===== src/rtl/pattern_logger_pkg.sv =====
// Shared defaults and FIFO status encoding for the pattern event logger.
// Latency: n/a (declarations only).
// Backpressure: n/a (declarations only).
package pattern_logger_pkg;

    localparam int CNT_WIDTH_DEF = 16;
    localparam int TS_WIDTH_DEF  = 16;
    localparam int DEPTH_DEF     = 4;
    localparam int IRQ_LEVEL_DEF = 3;

    // Occupancy class of the event FIFO; PARTIAL covers 1..DEPTH-1 entries.
    typedef enum logic [1:0] {
        ST_EMPTY   = 2'd0,
        ST_PARTIAL = 2'd1,
        ST_FULL    = 2'd2
    } fifo_state_t;

endpackage


===== src/rtl/pattern_evt_fifo.sv =====
// First-word-fall-through timestamp FIFO with synchronous clear and EMPTY/PARTIAL/FULL status.
// Latency: a pushed entry is visible at the head one cycle after the push edge.
// Backpressure: push while FULL without a pop is dropped; push+pop while FULL replaces oldest.
//
// Ports: i_clk/i_resetn clock and async active-low reset; i_clear sync clear (wins over push/pop);
//        i_push/i_push_data write request; i_pop remove head (ignored when empty);
//        o_data head entry (0 when empty); o_count occupancy; o_full/o_empty status.
module pattern_evt_fifo
    import pattern_logger_pkg::*;
#(
    parameter int TS_WIDTH = TS_WIDTH_DEF,
    parameter int DEPTH    = DEPTH_DEF,
    localparam int AW      = $clog2(DEPTH)
) (
    input  logic                i_clk,
    input  logic                i_resetn,
    input  logic                i_clear,
    input  logic                i_push,
    input  logic [TS_WIDTH-1:0] i_push_data,
    input  logic                i_pop,
    output logic [TS_WIDTH-1:0] o_data,
    output logic [AW:0]         o_count,
    output logic                o_full,
    output logic                o_empty
);

    localparam logic [AW:0]   CNT_ONE      = (AW+1)'(1);
    localparam logic [AW:0]   CNT_NEARFULL = (AW+1)'(DEPTH - 1);
    localparam logic [AW-1:0] PTR_ONE      = AW'(1);

    logic [TS_WIDTH-1:0] mem [DEPTH];
    logic [AW-1:0]       wr_ptr;
    logic [AW-1:0]       rd_ptr;
    logic [AW:0]         count;
    fifo_state_t         state;
    logic                do_pop;
    logic                do_push;

    // When full, a simultaneous pop frees the slot the write pointer points at.
    assign do_pop  = i_pop && (state != ST_EMPTY);
    assign do_push = i_push && ((state != ST_FULL) || do_pop);

    always_ff @(posedge i_clk or negedge i_resetn) begin
        if (!i_resetn) begin
            wr_ptr <= '0;
            rd_ptr <= '0;
            count  <= '0;
            state  <= ST_EMPTY;
        end else if (i_clear) begin
            wr_ptr <= '0;
            rd_ptr <= '0;
            count  <= '0;
            state  <= ST_EMPTY;
        end else begin
            if (do_push) wr_ptr <= wr_ptr + PTR_ONE;
            if (do_pop)  rd_ptr <= rd_ptr + PTR_ONE;
            unique case (state)
                ST_EMPTY: begin
                    if (do_push) begin
                        count <= CNT_ONE;
                        state <= ST_PARTIAL;
                    end
                end
                ST_PARTIAL: begin
                    if (do_push && !do_pop) begin
                        count <= count + CNT_ONE;
                        if (count == CNT_NEARFULL) state <= ST_FULL;
                    end else if (do_pop && !do_push) begin
                        count <= count - CNT_ONE;
                        if (count == CNT_ONE) state <= ST_EMPTY;
                    end
                end
                ST_FULL: begin
                    if (do_pop && !do_push) begin
                        count <= count - CNT_ONE;
                        state <= ST_PARTIAL;
                    end
                end
                default: begin
                    count <= '0;
                    state <= ST_EMPTY;
                end
            endcase
        end
    end

    // Storage needs no reset: the head is masked to 0 whenever the FIFO is empty.
    always_ff @(posedge i_clk) begin
        if (do_push && !i_clear) mem[wr_ptr] <= i_push_data;
    end

    assign o_empty = (state == ST_EMPTY);
    assign o_full  = (state == ST_FULL);
    assign o_count = count;
    assign o_data  = o_empty ? '0 : mem[rd_ptr];

endmodule


===== src/rtl/pattern_event_logger.sv =====
// Counts pattern_found pulses (saturating) and queues a cycle timestamp per match for a reader.
// Latency: a pulse sampled at edge N shows on count/valid/irq/overflow right after edge N.
// Backpressure: reader uses valid/ready; events arriving while the queue is full are dropped (sticky overflow).
//
// Ports: i_clk/i_resetn clock and async active-low reset; i_pattern_found match pulse;
//        i_clear sync clear of counter, queue, overflow, irq; i_evt_ready reader accept;
//        o_evt_valid/o_evt_timestamp queue head; o_match_count saturating total;
//        o_overflow sticky drop flag; o_irq occupancy >= IRQ_LEVEL.
module pattern_event_logger
    import pattern_logger_pkg::*;
#(
    parameter int CNT_WIDTH = CNT_WIDTH_DEF,
    parameter int TS_WIDTH  = TS_WIDTH_DEF,
    parameter int DEPTH     = DEPTH_DEF,
    parameter int IRQ_LEVEL = IRQ_LEVEL_DEF
) (
    input  logic                 i_clk,
    input  logic                 i_resetn,
    input  logic                 i_pattern_found,
    input  logic                 i_clear,
    input  logic                 i_evt_ready,
    output logic                 o_evt_valid,
    output logic [TS_WIDTH-1:0]  o_evt_timestamp,
    output logic [CNT_WIDTH-1:0] o_match_count,
    output logic                 o_overflow,
    output logic                 o_irq
);

    localparam int AW = $clog2(DEPTH);
    localparam logic [AW:0]          IRQ_CNT = (AW+1)'(IRQ_LEVEL);
    localparam logic [TS_WIDTH-1:0]  TS_ONE  = TS_WIDTH'(1);
    localparam logic [CNT_WIDTH-1:0] CNT_ONE = CNT_WIDTH'(1);

    logic [TS_WIDTH-1:0]  ts;
    logic [CNT_WIDTH-1:0] match_count;
    logic                 overflow;
    logic [AW:0]          fifo_count;
    logic                 fifo_full;
    logic                 fifo_empty;
    logic                 pop;

    assign pop = !fifo_empty && i_evt_ready;

    // Free-running timestamp; deliberately untouched by i_clear.
    always_ff @(posedge i_clk or negedge i_resetn) begin
        if (!i_resetn) ts <= '0;
        else           ts <= ts + TS_ONE;
    end

    always_ff @(posedge i_clk or negedge i_resetn) begin
        if (!i_resetn) begin
            match_count <= '0;
            overflow    <= 1'b0;
        end else if (i_clear) begin
            match_count <= '0;
            overflow    <= 1'b0;
        end else begin
            // Dropped events still count toward the total.
            if (i_pattern_found && (match_count != '1)) match_count <= match_count + CNT_ONE;
            if (i_pattern_found && fifo_full && !pop) overflow <= 1'b1;
        end
    end

    // The pushed value is ts before this edge's increment.
    pattern_evt_fifo #(
        .TS_WIDTH (TS_WIDTH),
        .DEPTH    (DEPTH)
    ) u_fifo (
        .i_clk       (i_clk),
        .i_resetn    (i_resetn),
        .i_clear     (i_clear),
        .i_push      (i_pattern_found),
        .i_push_data (ts),
        .i_pop       (pop),
        .o_data      (o_evt_timestamp),
        .o_count     (fifo_count),
        .o_full      (fifo_full),
        .o_empty     (fifo_empty)
    );

    assign o_evt_valid   = !fifo_empty;
    assign o_match_count = match_count;
    assign o_overflow    = overflow;
    assign o_irq         = (fifo_count >= IRQ_CNT);

endmodule


===== config.mk =====
export PLATFORM = sky130hd
export DESIGN_NAME = pattern_event_logger
export DESIGN_NICKNAME = d
export VERILOG_FILES = /design/src/rtl/pattern_logger_pkg.sv /design/src/rtl/pattern_evt_fifo.sv /design/src/rtl/pattern_event_logger.sv
export SDC_FILE = /design/constraint.sdc
export NUM_CORES = 1
export LEC_CHECK = 0
export ABC_AREA = 1
export BUFFER_PORTS_ARGS = -buffer_cell sky130_fd_sc_hd__buf_2
export CORE_MARGIN = 5
export CORE_UTILIZATION = 54
export DETAILED_ROUTE_END_ITERATION = 16
export PLACE_DENSITY = 0.78
export SLEW_MARGIN = 20
export SYNTH_ARGS = -nofsm -noshare
export SYNTH_HDL_FRONTEND = slang
export SYNTH_SLANG_ARGS = --single-unit

===== constraint.sdc =====
create_clock -name i_clk -period 2.13 [get_ports i_clk]
set_clock_uncertainty 0.15 [all_clocks]
set_input_delay 0.5325 -clock i_clk [delete_from_list [all_inputs] [get_ports i_clk]]
set_output_delay 0.5325 -clock i_clk [all_outputs]
set_load 0.01 [all_outputs]

==> impl_metrics.py, run 1 <==
metrics = {
    "synth": {
        "synth_cell_types": 30,
        "ys_warn_count": 0,
        "netlist_instances": 520,
        "syn_nets": 535,
        "syn_area_per_cell_um2": 9.58,
        "synth_seq_area_share_pct": 59.7,
        "ys_seq_elements": 106,
        "syn_area_um2": 4980,
    },
    "power_and_ir_drop": {
        "power_frac_seq_pct": 54.9,
        "p_comb_share_pct": 17.3,
        "p_int_mw": 2.95,
        "p_sw_mw": 1.17,
        "swShare_pct": 28.4,
        "ir_worst_vdd_mv": 0.358,
        "p_leak_nw": 2.50,
        "finalPower_mw": 4.12,
        "power_density_nw_per_um2": 713,
        "pwr-share-clk_pct": 27.8,
    },
    "cells_and_area": {
        "syn2layout_area_growth_pct": 16.0,
        "layout-drive-gt1-share_pct": 18.9,
        "postLayoutCoreUtil_pct": 63.5,
        "finalNetCount": 591,
        "layout_commonest_cell": "nand2_1",
        "mostFrequentLayoutCells": "nand2_1, nor2_1, edfxtp_1, dfrtp_1, buf_2",
        "nFillCells": 722,
        "fin_cells": 692,
        "multi_input_area_um2": 1840,
        "fin_area_um2": 5780,
        "regArea_um2": 2970,
        "num_antenna_cells": 0,
    },
    "placed_design": {
        "numPortBuffers": 39,
        "placed_area_um2": 5390,
        "hpwl_um": 7100,
        "place_ws_ns": 0.202,
        "place_congestion": 0.855,
        "dpl.cell_count": 667,
    },
    "job": {
        "max-cap-violations": 0,
    },
    "global_route": {
        "grt_pass1_wl_um": 17700,
        "grt_pass1_vias": 3731,
        "grt_antenna_before_repair": 0,
        "grt-ovfl-total": 0,
        "grt_max_degree": 26,
        "grt.total_usage_pct": 19.7,
    },
    "timing": {
        "layout_min_cycle_time_ns": 2.23,
        "slew_viol_final": 0,
        "max_slew.worst_pin.slew_ns": 0.468,
        "rsz0062_at_grt": "yes",
        "layout_setup_ws_ns": -0.103,
        "setup_tns_ns": -1.09,
        "relSlewSlack_pct": 68.8,
        "hold_violations": 0,
        "fmaxAchievable_mhz": 448,
        "whs_ns": 0.330,
        "setup_viol": 16,
        "period_share_pct": 105,
    },
    "die": {
        "die_w_um": 106,
        "die_h_um": 106,
        "boundaryPins": 40,
        "rows": 35,
        "start_util_pct": 54.7,
        "core_area_um2": 9110,
        "die_area_um2": 11200,
    },
    "route": {
        "wl_per_cell_um": 15.1,
        "route.detailed.drc": 0,
        "drtAntennaViolNets": 0,
        "drt_first_iter_violations": 267,
        "avgViaCountPerCell": 5.51,
        "drt_first_pass_iters": 5,
        "vias": 3815,
        "wl_um": 10500,
    },
    "cts": {
        "ctsLongestPathBuffers": 2,
        "cts_tree": "yes",
        "clkSinkCount": 106,
        "clk_latency_ns": 0.35,
        "cts_buffers": 9,
        "cts-root-buf": "clkbuf_8",
        "clk_pin_slew_ns": 0.10,
        "cts_max_level": 3,
    },
    "outcome": {
        "violations": "setup timing",
        "status": "finished with violations",
    },
    "setup_path": {
        "endpoint_kind": "output port",
        "cp-start-kind": "flop",
        "crit_path_max_fanout": 8,
        "arrival_ns": 1.55,
        "path_class": "reg2out",
        "required_ns": 1.45,
    },
    "min_path": {
        "hold_class": "in2reg",
    },
}
==> cell type report <==
cell class	instances	share of cell area (%)
timing repair buffer	61	8.48
tap	111	2.40
inverter	40	2.73
clock buffer	9	2.14
sequential	106	51.5
multi-input combinational	358	31.8
clock inverter	7	1.04
==> timing repair <==
| action | CTS | global route |
|---|---|---|
| gates resized for setup | 43 | 16 |
| endpoints found under the hold margin | 17 | 0 |
| hold buffers | 1 | 0 |
| setup buffers | 6 | 0 |
| endpoints found under the setup margin | 17 | 17 |
| gates cloned | 2 | 0 |
| pin swaps | 15 | 7 |
==> worst paths after layout <==
kind | depth (start not counted) | from | end | slack [ns]
worst max-delay path | 6 | u_fifo.rd_ptr[1]$_DFFE_PN0P_ | o_evt_timestamp[4] | -0.10
worst min-delay path | 2 | i_clear | o_overflow$_DFFE_PN0P_ | 0.33
worst max register to register | 11 | u_fifo.state[0]$_DFFE_PN0P_ | u_fifo.o_count[0]$_DFFE_PN0N_ | 0.23
worst min register to register | 2 | o_overflow$_DFFE_PN0P_ | o_overflow$_DFFE_PN0P_ | 0.36
max in group asynchronous | 3 | i_resetn | u_fifo.rd_ptr[0]$_DFFE_PN0P_ | 0.83
min in group asynchronous | 2 | i_resetn | o_match_count[3]$_DFFE_PN0P_ | 0.49
==> power by group through the flow <==
stage	logic (mW)	clock network (mW)	registers, mW
detailed placement	0.595	0	2.30
global route	0.785	1.27	2.27
finish	0.714	1.14	2.26
CTS	0.693	1.18	2.26
floorplan	0.392	0	2.29
global placement	0.571	0	2.30
==> layer usage <==
layer / up-vias / wire length [µm] / GRT usage, % / share of wire (%)
li1: 1845 / - / - / -
met1: 1808 / 4390 / 25.9 / 42
met2: 146 / 5370 / 33.9 / 51
met3: 16 / 556 / 3.10 / 5.3
met4: 0 / 140 / 5.55 / 1.3
met5: - / 0 / 0 / 0
==> Yosys cell counts (all sizes together) <==
cell type  instances  share of area (%)
nand2            109                8.3
clkbuf             7               0.53
o211ai             1               0.15
nand3             24                2.5
ha                10                2.5
or2                3               0.38
o21bai             3               0.45
a21oi             19                1.9
buf                9               0.98
xnor2              7                1.2
clkinv             1              0.075
nor3               5               0.60
a31oi              1               0.13
o21ai             38                3.8
nor2             103                8.7
inv               39                2.9
dfrtp             42                 21
edfxtp            64                 39
xor2              13                2.3
nand4             20                2.5
nand3b             2               0.30
==> kinds of logic after synthesis <==
family	count (synthesis)	synth area share (%)
buffers and inverters	56	4.52
xor gates and xnor gates	20	3.51
adders and majority gates	10	2.51
DFF	106	59.7
and+or+nand+nor	266	23.3
AOI/OAI and AO/OA	62	6.45
==> worst max-delay path, stage by stage (launching register included) <==
cell	delay, ns
dfrtp_1	0.43
clkinv_4	0.11
buf_12	0.16
nor2_1	0.09
o21ai_1	0.09
a21oi_1	0.17
buf_2	0.15
==> registers in the layout, indices dropped and copies added (netlist names) <==
name and flops:
u_fifo.wr_ptr 2, o_match_count 16, u_fifo.mem 64, ts 16, o_overflow 1, u_fifo.state 2, u_fifo.rd_ptr 2, u_fifo.o_count 3
Power figures use the tool's default switching activity.
==> run 2: changes to the inputs <==
CORE_UTILIZATION = 56   (was 54)
CTS_BUF_LIST = sky130_fd_sc_hd__clkbuf_4   (was unset)
PLACE_DENSITY = 0.8   (was 0.78)
==> run 2 against run 1 <==
  * The run still ends with setup timing left
  * Wire length rose by 7.2%
  * Die area is 3.2% lower
  * Sequential power hardly changed
==> impl_metrics.py, run 2 (synthesis results as in run 1) <==
metrics = {
    "cts": {
        "clkSinkCount": 106,
        "cts_max_level": 3,
        "cts_buffers": 9,
        "ctsLongestPathBuffers": 2,
        "cts-root-buf": "clkbuf_4",
        "clk_pin_slew_ns": 0.17,
        "cts_tree": "yes",
        "clk_latency_ns": 0.46,
    },
    "route": {
        "drt_first_iter_violations": 268,
        "vias": 3777,
        "drtAntennaViolNets": 0,
        "avgViaCountPerCell": 5.47,
        "wl_per_cell_um": 16.3,
        "drt_first_pass_iters": 5,
        "route.detailed.drc": 0,
        "wl_um": 11200,
    },
    "setup_path": {
        "path_class": "reg2out",
        "arrival_ns": 1.79,
        "endpoint_kind": "output port",
        "required_ns": 1.45,
        "rr_worst_depth": 8,
        "crit_path_max_fanout": 13,
        "r2r_start": "u_fifo.state[1]$_DFFE_PN0P_",
        "r2r_slack_ns": 0.21,
        "critPathCapture": "o_evt_timestamp[12]",
        "startpoint": "u_fifo.rd_ptr[0]$_DFFE_PN0P_",
        "cp-start-kind": "flop",
        "r2r-end": "u_fifo.mem[2][13]$_DFFE_PP_",
    },
    "global_route": {
        "grt_max_degree": 43,
        "grt_antenna_before_repair": 0,
        "grt_pass1_wl_um": 18000,
        "grt_pass1_vias": 3605,
        "grt-ovfl-total": 0,
        "grt.total_usage_pct": 20.3,
    },
    "outcome": {
        "violations": "setup timing",
        "status": "finished with violations",
    },
    "power_and_ir_drop": {
        "finalPower_mw": 3.96,
        "ir_worst_vdd_mv": 0.322,
        "power_density_nw_per_um2": 683,
        "p_leak_nw": 2.49,
    },
    "cells_and_area": {
        "layout-drive-gt1-share_pct": 20.3,
        "syn2layout_area_growth_pct": 16.1,
        "top_register": "u_fifo.mem",
        "nFillCells": 660,
        "largest_reg_flops": 64,
        "num_antenna_cells": 0,
        "fin_cells": 690,
        "mostFrequentLayoutCells": "nand2_1, nor2_1, edfxtp_1, dfrtp_1, buf_2",
        "finalNetCount": 592,
        "layout_commonest_cell": "nand2_1",
    },
    "placed_design": {
        "place_ws_ns": 0.204,
        "hpwl_um": 7060,
        "numPortBuffers": 39,
        "place_congestion": 0.908,
        "dpl.cell_count": 665,
    },
    "timing": {
        "fmaxAchievable_mhz": 405,
        "period_share_pct": 116,
        "layout_min_cycle_time_ns": 2.47,
        "whs_ns": 0.260,
        "hold_violations": 0,
        "slew_viol_final": 0,
        "setup_tns_ns": -3.36,
        "setup_viol": 17,
        "rsz0062_at_grt": "yes",
        "layout_setup_ws_ns": -0.339,
        "relSlewSlack_pct": 63.6,
        "max_slew.worst_pin.slew_ns": 0.546,
    },
    "die": {
        "die_area_um2": 10900,
        "die_w_um": 104,
        "start_util_pct": 57.4,
        "rows": 34,
        "die_h_um": 104,
        "boundaryPins": 40,
        "core_area_um2": 8680,
    },
    "min_path": {
        "hold_class": "in2reg",
    },
    "job": {
        "max-cap-violations": 0,
    },
}
[run 2: cell count changes in the layout (fill, tap and decap cells not counted), sizes merged]
cell      delta
clkinv       +2
clkinvlp     -2
clkbuf       +1
[run 2: layer usage]
| layer | part of all wire [%] | wire length, µm | up-vias | global-route usage [%] |
|---|---|---|---|---|
| met5 | 0 | 0 | - | 0 |
| met4 | 1.4 | 155 | 0 | 5.83 |
| met3 | 6.0 | 673 | 26 | 4.72 |
| met2 | 47 | 5320 | 117 | 31.4 |
| met1 | 45 | 5060 | 1788 | 28.7 |
| li1 | - | - | 1846 | - |
[run 2: where the power goes]
part	leakage (nW)	internal, mW	switching (mW)
Combinational	1.27	0.278	0.450
Sequential	1.15	2.22	0.0437
Clock	0.0711	0.264	0.700
[run 2: final cells by class]
class	instances	area, µm²	share of cell area [%]
clock inverter	7	61.3	1.06
inverter	40	155	2.68
sequential	106	2980	51.4
clock buffer	9	67.6	1.17
tap	108	135	2.33
timing repair buffer	62	489	8.45
multi-input combinational	358	1900	32.9
[run 2: worst min-delay path by stage]
stage	startpoint	end	depth (start not counted)
5_1_grt	i_clear	o_overflow$_DFFE_PN0P_	2
3_3_place_gp	u_fifo.o_count[1]$_DFFE_PN0N_	u_fifo.o_count[1]$_DFFE_PN0N_	2
3_5_place_dp	u_fifo.o_count[1]$_DFFE_PN0N_	u_fifo.o_count[1]$_DFFE_PN0N_	2
6_report	i_evt_ready	u_fifo.rd_ptr[0]$_DFFE_PN0P_	3
2_1_floorplan	i_resetn	o_match_count[0]$_DFFE_PN0P_	0
4_1_cts	i_evt_ready	u_fifo.rd_ptr[0]$_DFFE_PN0P_	3
[run 2: through the flow]
| step | util [%] | instance area, µm² |
|---|---|---|
| detailed placement | 62.0 | 5380 |
| finish | 66.7 | 5790 |
| CTS | 65.0 | 5640 |
| global placement | 62.0 | 5380 |
| floorplan | - | 4980 |
| global route | 66.7 | 5790 |
[run 2: repair_timing]
item                                    in CTS  in global routing
cloned                                       1                  1
resized for setup                           25                 39
pin swaps                                    5                 11
buffers inserted                             4                  2
endpoints found under the setup margin      17                 18
hold buffers                                 1                  0
endpoints found under the hold margin       35                  0
[run 2: critical path: stages, from the launching register on]
cell and delay [ns]:
dfrtp_2 0.47, buf_8 0.17, nor2_1 0.06, nor2_1 0.10, o21ai_0 0.13, a21oi_2 0.22, buf_2 0.16
